## src/rtl/uart_tx.sv

```systemverilog
// uart_tx: transmit-side UART serializer.
// Pulls one byte per frame from a synchronous FIFO read port and shifts it out
// as start bit, DATA_WIDTH data bits (LSB first), optional parity and 1 or 2
// stop bits. Every output is a register; the FSM state is exposed on STATEo.
//
// FIFO handshake: RDo is a single-cycle strobe, raised only when EMPTYi was
// sampled low in IDLE; the FIFO presents the word on DATAi in the cycle after
// RDo, which is exactly when the FSM sits in LOAD and captures it. DATAi is
// ignored at every other time.
module uart_tx #(
  parameter int DATA_WIDTH = 8,
  parameter int CLK_FREQ   = 50_000_000,
  parameter int BAUD_RATE  = 115200,
  parameter int PARITY     = 0,
  parameter int STOP_BITS  = 1
) (
  input  logic                  CLKi,
  input  logic                  RSTi,
  input  logic                  ENi,
  input  logic                  EMPTYi,
  output logic                  RDo,
  input  logic [DATA_WIDTH-1:0] DATAi,
  output logic                  TXo,
  output logic                  BUSYo,
  output logic                  DONEo,
  output logic [2:0]            STATEo
);

  localparam int CLKS_PER_BIT = CLK_FREQ / BAUD_RATE;
  localparam int CNT_W = (CLKS_PER_BIT > 1) ? $clog2(CLKS_PER_BIT) : 1;
  localparam int IDX_W = (DATA_WIDTH > 1) ? $clog2(DATA_WIDTH) : 1;
  localparam logic [CNT_W-1:0] CNT_LAST = CNT_W'(CLKS_PER_BIT - 1);
  localparam logic [IDX_W-1:0] IDX_LAST = IDX_W'(DATA_WIDTH - 1);
  localparam logic             STOP_LAST = (STOP_BITS == 2);

  // Reject parameter combinations the serializer cannot honour.
  if (CLKS_PER_BIT < 2) begin : g_bad_baud
    $error("uart_tx: CLK_FREQ/BAUD_RATE must be at least 2");
  end
  if (PARITY < 0 || PARITY > 2) begin : g_bad_parity
    $error("uart_tx: PARITY must be 0, 1 or 2");
  end
  if (STOP_BITS != 1 && STOP_BITS != 2) begin : g_bad_stop
    $error("uart_tx: STOP_BITS must be 1 or 2");
  end

  typedef enum logic [2:0] {
    S_IDLE   = 3'd0,
    S_FETCH  = 3'd1,
    S_LOAD   = 3'd2,
    S_START  = 3'd3,
    S_DATA   = 3'd4,
    S_PARITY = 3'd5,
    S_STOP   = 3'd6
  } state_t;

  state_t                state;
  logic [CNT_W-1:0]      baud_cnt;
  logic [IDX_W-1:0]      bit_idx;
  logic                  stop_idx;
  logic [DATA_WIDTH-1:0] shift;
  logic                  par_bit;
  logic                  bit_end;

  // Last cycle of the bit currently on the line.
  assign bit_end = (baud_cnt == CNT_LAST);

  assign STATEo = state;

  // Frame sequencer: state, counters, shift register and all registered outputs.
  always_ff @(posedge CLKi or posedge RSTi) begin
    if (RSTi) begin
      state    <= S_IDLE;
      baud_cnt <= '0;
      bit_idx  <= '0;
      stop_idx <= 1'b0;
      shift    <= '0;
      par_bit  <= 1'b0;
      TXo      <= 1'b1;
      RDo      <= 1'b0;
      BUSYo    <= 1'b0;
      DONEo    <= 1'b0;
    end else begin
      RDo   <= 1'b0;
      DONEo <= 1'b0;
      case (state)
        S_IDLE: begin
          TXo      <= 1'b1;
          baud_cnt <= '0;
          bit_idx  <= '0;
          stop_idx <= 1'b0;
          if (ENi && !EMPTYi) begin
            state <= S_FETCH;
            RDo   <= 1'b1;
            BUSYo <= 1'b1;
          end
        end
        S_FETCH: begin
          // FIFO is updating DATAi on this edge; capture it next cycle.
          state <= S_LOAD;
        end
        S_LOAD: begin
          shift    <= DATAi;
          par_bit  <= (PARITY == 2) ? ~(^DATAi) : (^DATAi);
          TXo      <= 1'b0;
          baud_cnt <= '0;
          state    <= S_START;
        end
        S_START: begin
          if (bit_end) begin
            baud_cnt <= '0;
            bit_idx  <= '0;
            TXo      <= shift[0];
            shift    <= shift >> 1;
            state    <= S_DATA;
          end else begin
            baud_cnt <= baud_cnt + 1'b1;
          end
        end
        S_DATA: begin
          if (bit_end) begin
            baud_cnt <= '0;
            if (bit_idx == IDX_LAST) begin
              bit_idx <= '0;
              if (PARITY != 0) begin
                TXo   <= par_bit;
                state <= S_PARITY;
              end else begin
                TXo      <= 1'b1;
                stop_idx <= 1'b0;
                state    <= S_STOP;
              end
            end else begin
              bit_idx <= bit_idx + 1'b1;
              TXo     <= shift[0];
              shift   <= shift >> 1;
            end
          end else begin
            baud_cnt <= baud_cnt + 1'b1;
          end
        end
        S_PARITY: begin
          if (bit_end) begin
            baud_cnt <= '0;
            TXo      <= 1'b1;
            stop_idx <= 1'b0;
            state    <= S_STOP;
          end else begin
            baud_cnt <= baud_cnt + 1'b1;
          end
        end
        S_STOP: begin
          if (bit_end) begin
            baud_cnt <= '0;
            if (stop_idx == STOP_LAST) begin
              stop_idx <= 1'b0;
              DONEo    <= 1'b1;
              BUSYo    <= 1'b0;
              state    <= S_IDLE;
            end else begin
              stop_idx <= 1'b1;
            end
          end else begin
            baud_cnt <= baud_cnt + 1'b1;
          end
        end
        default: begin
          TXo   <= 1'b1;
          BUSYo <= 1'b0;
          state <= S_IDLE;
        end
      endcase
    end
  end

endmodule
```

## config.mk

```make
export PLATFORM = sky130hd
export DESIGN_NAME = uart_tx
export DESIGN_NICKNAME = d
export VERILOG_FILES = /design/src/rtl/uart_tx.sv
export SDC_FILE = /design/constraint.sdc
export NUM_CORES = 1
export LEC_CHECK = 0
export CORE_UTILIZATION = 35
export CTS_CLUSTER_SIZE = 8
export DETAILED_ROUTE_END_ITERATION = 6
export HOLD_SLACK_MARGIN = 0.02
export PLACE_DENSITY = 0.57
export SLEW_MARGIN = 0
export SYNTH_ARGS = -nofsm -noshare
export SYNTH_HDL_FRONTEND = slang
export SYNTH_SLANG_ARGS = --single-unit
```

## constraint.sdc

```tcl
create_clock -name CLKi -period 2.15 [get_ports CLKi]
set_input_delay 0.43 -clock CLKi [delete_from_list [all_inputs] [get_ports CLKi]]
set_output_delay 0.43 -clock CLKi [all_outputs]
set_load 0.01 [all_outputs]
```

-- Yosys cells after proc, flatten, opt, wreduce, memory -nomap -nowiden
Index checks and enable logic that the tools add are counted.
- flip-flop bits (word level): 28
- input bits: 12
- output and inout port bits: 7
- word-level logic and storage cells: 84
- add/sub/neg operators: 2
- eq/ne operators: 16
- mux-type cells: 38
- bitwise operators: 2
- reductions and logical operators: 17
- operator list (operator ; count):
    3-bit two-way mux ; 10
    8-bit two-way mux ; 3
    8-bit one-hot mux with 3 select lines ; 1
    3-bit one-hot mux with 7 select lines ; 1
    9-bit one-hot mux with 2 select lines ; 1
    1-bit two-way mux ; 17
    2-bit != test, second input constant ; 8
    3-bit == test, second input constant ; 4
    4-bit AND reduction ; 3
    9-bit by 1-bit adder with 9-bit output, second input constant ; 1
    9-bit == test, second input constant ; 1
    9-bit two-way mux ; 1
    3-bit one-hot mux with 3 select lines ; 1
    7-bit AND reduction ; 1
    3-bit by 2-bit == test with 1-bit output, second input constant ; 2
    3-bit nonzero test ; 2
    1-bit one-hot mux with 5 select lines ; 1
    5-bit AND reduction ; 1
    5-bit OR reduction ; 1
    1-bit one-hot mux with 4 select lines ; 1
    4-bit nonzero test ; 1
    2-bit OR reduction ; 2
    4-bit OR reduction ; 1
    3-bit by 1-bit adder with 3-bit output, second input constant ; 1
    8 further kinds ; 9

-- Longest topological paths before layout
Gate-level depths: netlist (run 1).
- word-level depth: 4
- gate-level depth with buffers: 8

-- Least setup slack after synthesis (run 1)
No wires, ideal clock.
- kind: flip-flop to flip-flop
- start: register bit_idx[0]
- end: register shift[0]
- arrival: 1.784 ns
- data required time: 2.025 ns
- slack: 0.241 ns
- cell stages (with the launch flop): 6
- buffers on the path: 0
- period minus slack after synthesis: 1.909 ns
- cells stage by stage: dfrtp_1 > ha_1 > ha_1 > or3_4 > o211ai_4 > mux2_2
- longest elaborated chain between the ends: 3
- RTL lines (item ; RTL line ; source):
    start, declared ; 59 ; logic [IDX_W-1:0] bit_idx;
    start signal, assigned ; 134 ; bit_idx <= bit_idx + 1'b1;
    3-bit == test ; 123 ; if (bit_idx == IDX_LAST) begin
    2-bit != test (no line) ; -- ;
    4-bit AND reduction (no line) ; -- ;
    end signal, assigned ; 103 ; shift <= DATAi;
    end signal, assigned ; 114 ; shift <= shift >> 1;
    end signal, assigned ; 136 ; shift <= shift >> 1;
    end, declared ; 61 ; logic [DATA_WIDTH-1:0] shift;
No other way between the ends.
A chain may end at the register's enable or synchronous reset.

-- Worst setup path after layout (run 1)
- start: register state[0], in the netlist STATEo[0]
- end: output STATEo[0]
- RTL lines (item ; RTL line ; source):
    start, declared ; 57 ; state_t state;
    start signal, assigned ; 73 ; state <= S_IDLE;
    start signal, assigned ; 93 ; state <= S_FETCH;
    start signal, assigned ; 100 ; state <= S_LOAD;
    end, declared ; 26 ; output logic [2:0] STATEo
No word-level cell between the ends.

==> results by group, run 1 <==
Setup path
  – Crit path to: STATEo[0]
  – Worst Path Max Fanout: 15
  – Crit-path cells: clkdlybuf4s50_1
  – R2R depth: 5
  – CP arrival: 1.64 ns
  – Nature of the critical path startpoint: register
  – Delay-heaviest family, CP: flip-flops
  – WP data required: 1.72 ns
  – Crit path launch: STATEo[0]$_DFFE_PP0P_
  – Levels on crit path: 1
  – FF-to-FF Start: bit_idx[0]$_DFFE_PP0P_
  – Critical-path top delay cell: dfrtp_1
  – CP endpoint kind: output pin
  – CP Class: register to output pin
  – Critical Path Max Stage Delay: 0.71 ns
  – Reg2reg end: shift[1]$_DFFE_PP0P_
  – R2R Setup Slk: 0.09 ns
  – Crit path buf inv count: 1

Finish
  – Fin util: 43.5%
  – Ant diodes: 0
  – Synth-to-layout area growth: 19.5%
  – Nets: 189
  – Share of layout cells above drive strength 1: 20.3%
  – Fin cells: 224

Clock tree
  – TritonCTS buffer count: 3
  – Clock Sinks: 27
  – Clk buf depth: 2
  – Hold_buf cts: 0
  – Worst skew pair latency: 0.28 ns
  – CTS tree: done
  – CTS root buf: clkbuf_8
  – Setup Fix Bufs, Post-CTS: 0
  – H-tree depth: 1
  – Post-CTS sizing: 0
  – Clk slew on worst S/H paths: 0.10 ns

Power
  – Power Density: 462 nW/µm²
  – Maximum VDD drop: 185 µV
  – Total power: 869 µW
  – Leakage: 0.825 nW

Die
  – Starting density of the core: 36.4%
  – IO Pins: 19
  – Die Span Y: 69.0 µm
  – Rows: 24
  – Core Region: 4320 µm²
  – Die ar.: 4770 µm²
  – Die Wd: 69.0 µm

Synthesis
  – Register area share after synthesis: 43.0%
  – Avg Cell Area, Syn: 10.4 µm²
  – Yosys warns: 0
  – Post-synth top area cell: dfrtp_1
  – Async SR Flop Fraction: 100%
  – Number of synthesized flops with an enable pin: 0
  – Commonest cells in the netlist: 26 x dfrtp_1, 15 x mux2_2, 13 x o21ai_0
  – FF+latch count, synth: 27
  – Cell with the most instances after synthesis: dfrtp_1
  – Post-synth top area share: 41.4%
  – Netlist cell types: 43
  – Syn Nets: 167
  – Dominant cells by area after synthesis: dfrtp_1 41%, mux2_2 11%, o21ai_0 4.1%
  – Synthesized instance count: 151
  – Top_reg_cell synth: dfrtp_1
  – Netlist Area Pre-Place: 1570 µm²

Route
  – Vias: 1245
  – DRC errors left: 0
  – WL final: 3.33 mm
  – WL per Instance: 14.9 µm
  – Vias/cell: 5.56
  – Pre-Repair DR Iteration Count: 4
  – Antenna Violating Nets Remaining: 0
  – DR iter-0 viols: 109

STA
  – Final Hold Vio Count: 0
  – Min Tclk post-route: 2.07 ns
  – Worst Tran Pin Value: 0.562 ns
  – Slew Limit Headroom: 62.6%
  – Sum Neg Setup Slack: 0 ns
  – Fmax: 483 MHz
  – Skew final: 0.00526 ns
  – Slew Viols, Final: 0
  – Final setup margin: 0.0813 ns
  – Count of final setup violators: 0
  – Final worst path period share: 96.2%
  – RSZ-0062 raised after global routing: false

Global routing
  – Number of antenna violations at the first check in global routing: 0
  – First-pass GRT wire length: 6.04 mm
  – GR Overflow Total: 0
  – Number of global-route vias before repair: 1274
  – Overall Global Routing Usage: 15.4%
  – Pin count of the biggest net entering global routing: 17

Outcome
  – Status: completed

Placed design
  – Buffers on Ports: 18
  – Routability cong.: 0.899
  – Hpwl dp: 2.46 mm
  – Worst slack, placed: 0.109 ns
  – Cells after DPL: 220

Run
  – Maxcap violations: 0

Worst hold path
  – Hold Path Class: input port to asynchronous set/reset pin
==> layout make-up <==
type / instances / area [µm²]
inverters: 9 / 33.8
clock inverters: 1 / 5.00
flip-flops and latches: 27 / 677
repair buffers: 25 / 245
multi-input cells: 107 / 812
fillers: 433 / 2440
clock buffers: 3 / 41.3
well taps: 52 / 65.1
==> stage by stage <==
stage	hold WS (ns)	instance area (µm²)
finish	0.482	1880
global route	0.539	1880
global placement	0.486	1830
floorplan	0.471	1570
detailed placement	0.494	1830
CTS	0.504	1880
==> report_power, final <==
| group | internal [mW] | switching [mW] |
|---|---|---|
| Sequential | 0.515 | 0.00432 |
| Combinational | 0.0312 | 0.0171 |
| Clock | 0.130 | 0.171 |
| Total | 0.677 | 0.192 |
==> worst min path at each step <==
| stage | from | slack [ns] | end | depth (start not counted) |
|---|---|---|---|---|
| floorplan | baud_cnt[2]$_DFFE_PP0P_ | 0.47 | baud_cnt[2]$_DFFE_PP0P_ | 1 |
| global placement | shift[1]$_DFFE_PP0P_ | 0.49 | shift[1]$_DFFE_PP0P_ | 1 |
| detailed placement | shift[3]$_DFFE_PP0P_ | 0.49 | shift[3]$_DFFE_PP0P_ | 1 |
| CTS | RSTi | 0.50 | baud_cnt[0]$_DFFE_PP0P_ | 2 |
| global route | RSTi | 0.54 | baud_cnt[0]$_DFFE_PP0P_ | 2 |
| finish | RSTi | 0.48 | baud_cnt[0]$_DFFE_PP0P_ | 2 |
==> registers in the layout, indices dropped and copies added (netlist names) <==
name and flops:
bit_idx 3, baud_cnt 9, BUSYo 1, RDo 1, DONEo 1, TXo 1, shift 8, STATEo 3
==> cell usage in the layout, fill, tap and decap left out, types with 2 or more instances in the layout <==
cell,count
nor2_1,5
a21o_1,2
a21boi_0,2
a21oi_1,6
mux2_2,15
clkbuf_8,3
ha_1,4
a22oi_1,3
nor2b_1,2
nor3_1,2
dfrtp_1,26
o21ai_0,13
and3_1,4
xnor2_1,2
buf_4,6
nand2_1,8
mux2i_1,2
nand3_1,5
nand4_1,3
a22o_1,3
a31oi_1,3
inv_1,9
and2_1,2
a221oi_1,5
clkdlybuf4s50_1,18
==> cell families after synthesis <==
logic type,after synthesis,share of synthesized area [%]
mux,17,12.0
xor+xnor,2,1.11
buf+inv,17,5.33
flops,27,43.0
compound gates,45,20.0
fa+ha+maj,4,3.18
simple gates,39,15.3
==> per-layer routing <==
metal	vias to the layer above	wire length (µm)	track usage (%)
met1	620	1540	20.2
met5	-	0	0
li1	600	-	-
met2	20	1670	26.3
met4	0	36	5.22
met3	5	80	1.90
Note: power is estimated with default switching activity, not from simulation.
==> run 2, diff against run 1 <==
- CORE_UTILIZATION: 35 -> 55
- PLACE_DENSITY: 0.57 -> 0.82
==> run 2 against run 1 <==
  * Clock power decreased by 28%
  * Non-clock buffer count fell by 1
  * Register-to-register slack about the same
  * Worst setup slack barely moved
  * Routed wire length fell by 4.8%
  * Critical path type is now register to register
  * Largest cell class unchanged
  * Largest power group unchanged
  * Highest routed layer unchanged
==> results by group, run 2 (synthesized netlist as in run 1, its figures left out) <==
Power
  – NetSw: 164 µW
  – Sw Share: 20.9%
  – Reg power frac: 66.4%
  – Comb pwr share: 6.1%
  – Total power: 783 µW
  – Maximum VDD drop: 326 µV
  – Leakage: 0.809 nW
  – Clock share of power: 27.6%
  – Power Density: 428 nW/µm²
  – P_int: 619 µW

STA
  – Min Tclk post-route: 2.07 ns
  – Count of final setup violators: 0
  – Final Hold Vio Count: 0
  – Fmax: 483 MHz
  – Sum Neg Setup Slack: 0 ns
  – Skew final: 0.00269 ns
  – Final worst path period share: 96.2%
  – Worst Tran Pin Value: 0.330 ns
  – Slew Viols, Final: 0
  – WHS: 0.418 ns
  – Slew Limit Headroom: 77.9%
  – RSZ-0062 raised after global routing: false

Route
  – Vias: 1240
  – WL final: 3.17 mm
  – Vias/cell: 6.14
  – DRC errors left: 0
  – WL per Instance: 15.7 µm
  – Pre-Repair DR Iteration Count: 4
  – Antenna Violating Nets Remaining: 0
  – DR iter-0 viols: 50

Setup path
  – Worst path most repeated cell: ha_1
  – Nature of the critical path startpoint: register
  – FF-to-FF Start: bit_idx[0]$_DFFE_PP0P_
  – CP endpoint kind: register
  – Critical Path Max Stage Delay: 0.44 ns
  – Crit-path cells: ha_1, ha_1, or3_4, o211ai_4, mux2_2
  – R2R depth: 5
  – Reg2reg end: shift[2]$_DFFE_PP0P_
  – Delay-heaviest family, CP: adder cells
  – CP arrival: 2.28 ns
  – Crit path to: shift[2]$_DFFE_PP0P_
  – Critical-path top delay cell: dfrtp_1
  – Levels on crit path: 5
  – Worst Path Max Fanout: 8
  – Crit path buf inv count: 0
  – CP Class: register to register
  – WP data required: 2.37 ns
  – R2R Setup Slk: 0.08 ns
  – Crit path launch: bit_idx[0]$_DFFE_PP0P_

Clock tree
  – Hold_buf cts: 0
  – Clk slew on worst S/H paths: 0.14 ns
  – CTS root buf: clkbuf_4
  – TritonCTS buffer count: 3
  – CTS tree: done
  – Clock Sinks: 27
  – Clk buf depth: 2
  – Post-CTS sizing: 0
  – Worst skew pair latency: 0.31 ns
  – Setup Fix Bufs, Post-CTS: 0
  – H-tree depth: 1

Finish
  – Synth-to-layout area growth: 16.2%
  – Share of layout cells above drive strength 1: 20.5%
  – Fin util: 66.9%
  – Ant diodes: 0
  – Fin cells: 202
  – Reg with most FFs: baud_cnt
  – Largest register FFs: 9
  – Most frequent cells in the layout: 25 x dfrtp_1, 18 x clkdlybuf4s50_1, 15 x mux2_2, 13 x o21ai_0, 9 x inv_1
  – Top flop regs: baud_cnt x9, shift x8
  – Nets: 188
  – Commonest non-fill, non-tap cell in the layout: dfrtp_1

Die
  – Die Span Y: 55.5 µm
  – Starting density of the core: 57.5%
  – IO Pins: 19
  – Core Region: 2730 µm²
  – Die Wd: 55.5 µm
  – Rows: 19
  – Die ar.: 3080 µm²

Global routing
  – First-pass GRT wire length: 5.46 mm
  – Pin count of the biggest net entering global routing: 28
  – Number of antenna violations at the first check in global routing: 0
  – Number of global-route vias before repair: 1280
  – GR Overflow Total: 0
  – Overall Global Routing Usage: 22.1%

Placed design
  – Cells after DPL: 198
  – Buffers on Ports: 18
  – Routability cong.: 0.887
  – Hpwl dp: 2.34 mm

Worst hold path
  – Hold Path Class: input port to asynchronous set/reset pin

Run
  – Maxcap violations: 0

Outcome
  – Status: completed
run 2: worst min path at each step:
stage	startpoint	to	slack, ns
floorplan	baud_cnt[2]$_DFFE_PP0P_	baud_cnt[2]$_DFFE_PP0P_	0.47
global placement	shift[2]$_DFFE_PP0P_	shift[2]$_DFFE_PP0P_	0.49
detailed placement	shift[3]$_DFFE_PP0P_	shift[3]$_DFFE_PP0P_	0.49
CTS	RSTi	baud_cnt[3]$_DFFE_PP0P_	0.42
global route	RSTi	shift[3]$_DFFE_PP0P_	0.42
finish	RSTi	shift[3]$_DFFE_PP0P_	0.42
run 2: layout make-up:
| cell class | instances | area, µm² |
|---|---|---|
| Fill cell | 216 | 906 |
| Inverter | 9 | 33.8 |
| Timing Repair Buffer | 24 | 238 |
| Sequential cell | 27 | 678 |
| Clock buffer | 4 | 26.3 |
| Tap cell | 31 | 38.8 |
| Multi-Input combinational cell | 107 | 813 |
run 2: stage by stage:
step / setup WS, ns / area, µm²
after floorplan: 0.241 / 1570
after CTS: 0.0456 / 1830
final: 0.0816 / 1830
after global routing: 0.0240 / 1830
after detailed placement: 0.102 / 1800
after global placement: 0.177 / 1800
run 2: worst reg2reg max path: cells and delay by family, from the launching register on:
kind	cells	cell delay, ns
compound gates	1	0.31
fa+ha+maj	2	0.45
mux	1	0.39
flops	1	0.44
simple gates	1	0.39
run 2: metal layers:
metal,routed length [µm],track usage [%],up-vias
met5,0,0,-
met1,1420,27.2,600
met3,125,3.75,10
met4,99,10.7,0
li1,-,-,595
met2,1530,37.5,35
run 2: power groups by stage:
stage	Sequential [mW]	Clock [mW]	Combinational, mW
2_1_floorplan	0.528	0	0.0206
3_3_place_gp	0.529	0	0.0476
3_5_place_dp	0.529	0	0.0494
4_1_cts	0.520	0.222	0.0493
5_1_grt	0.521	0.238	0.0529
6_report	0.520	0.216	0.0477
==> run 3, diff against run 2 <==
- GPL_TIMING_DRIVEN: unset -> 1
==> results of run 3 <==
Final layout, timing and power as in run 2 (identical DEF).
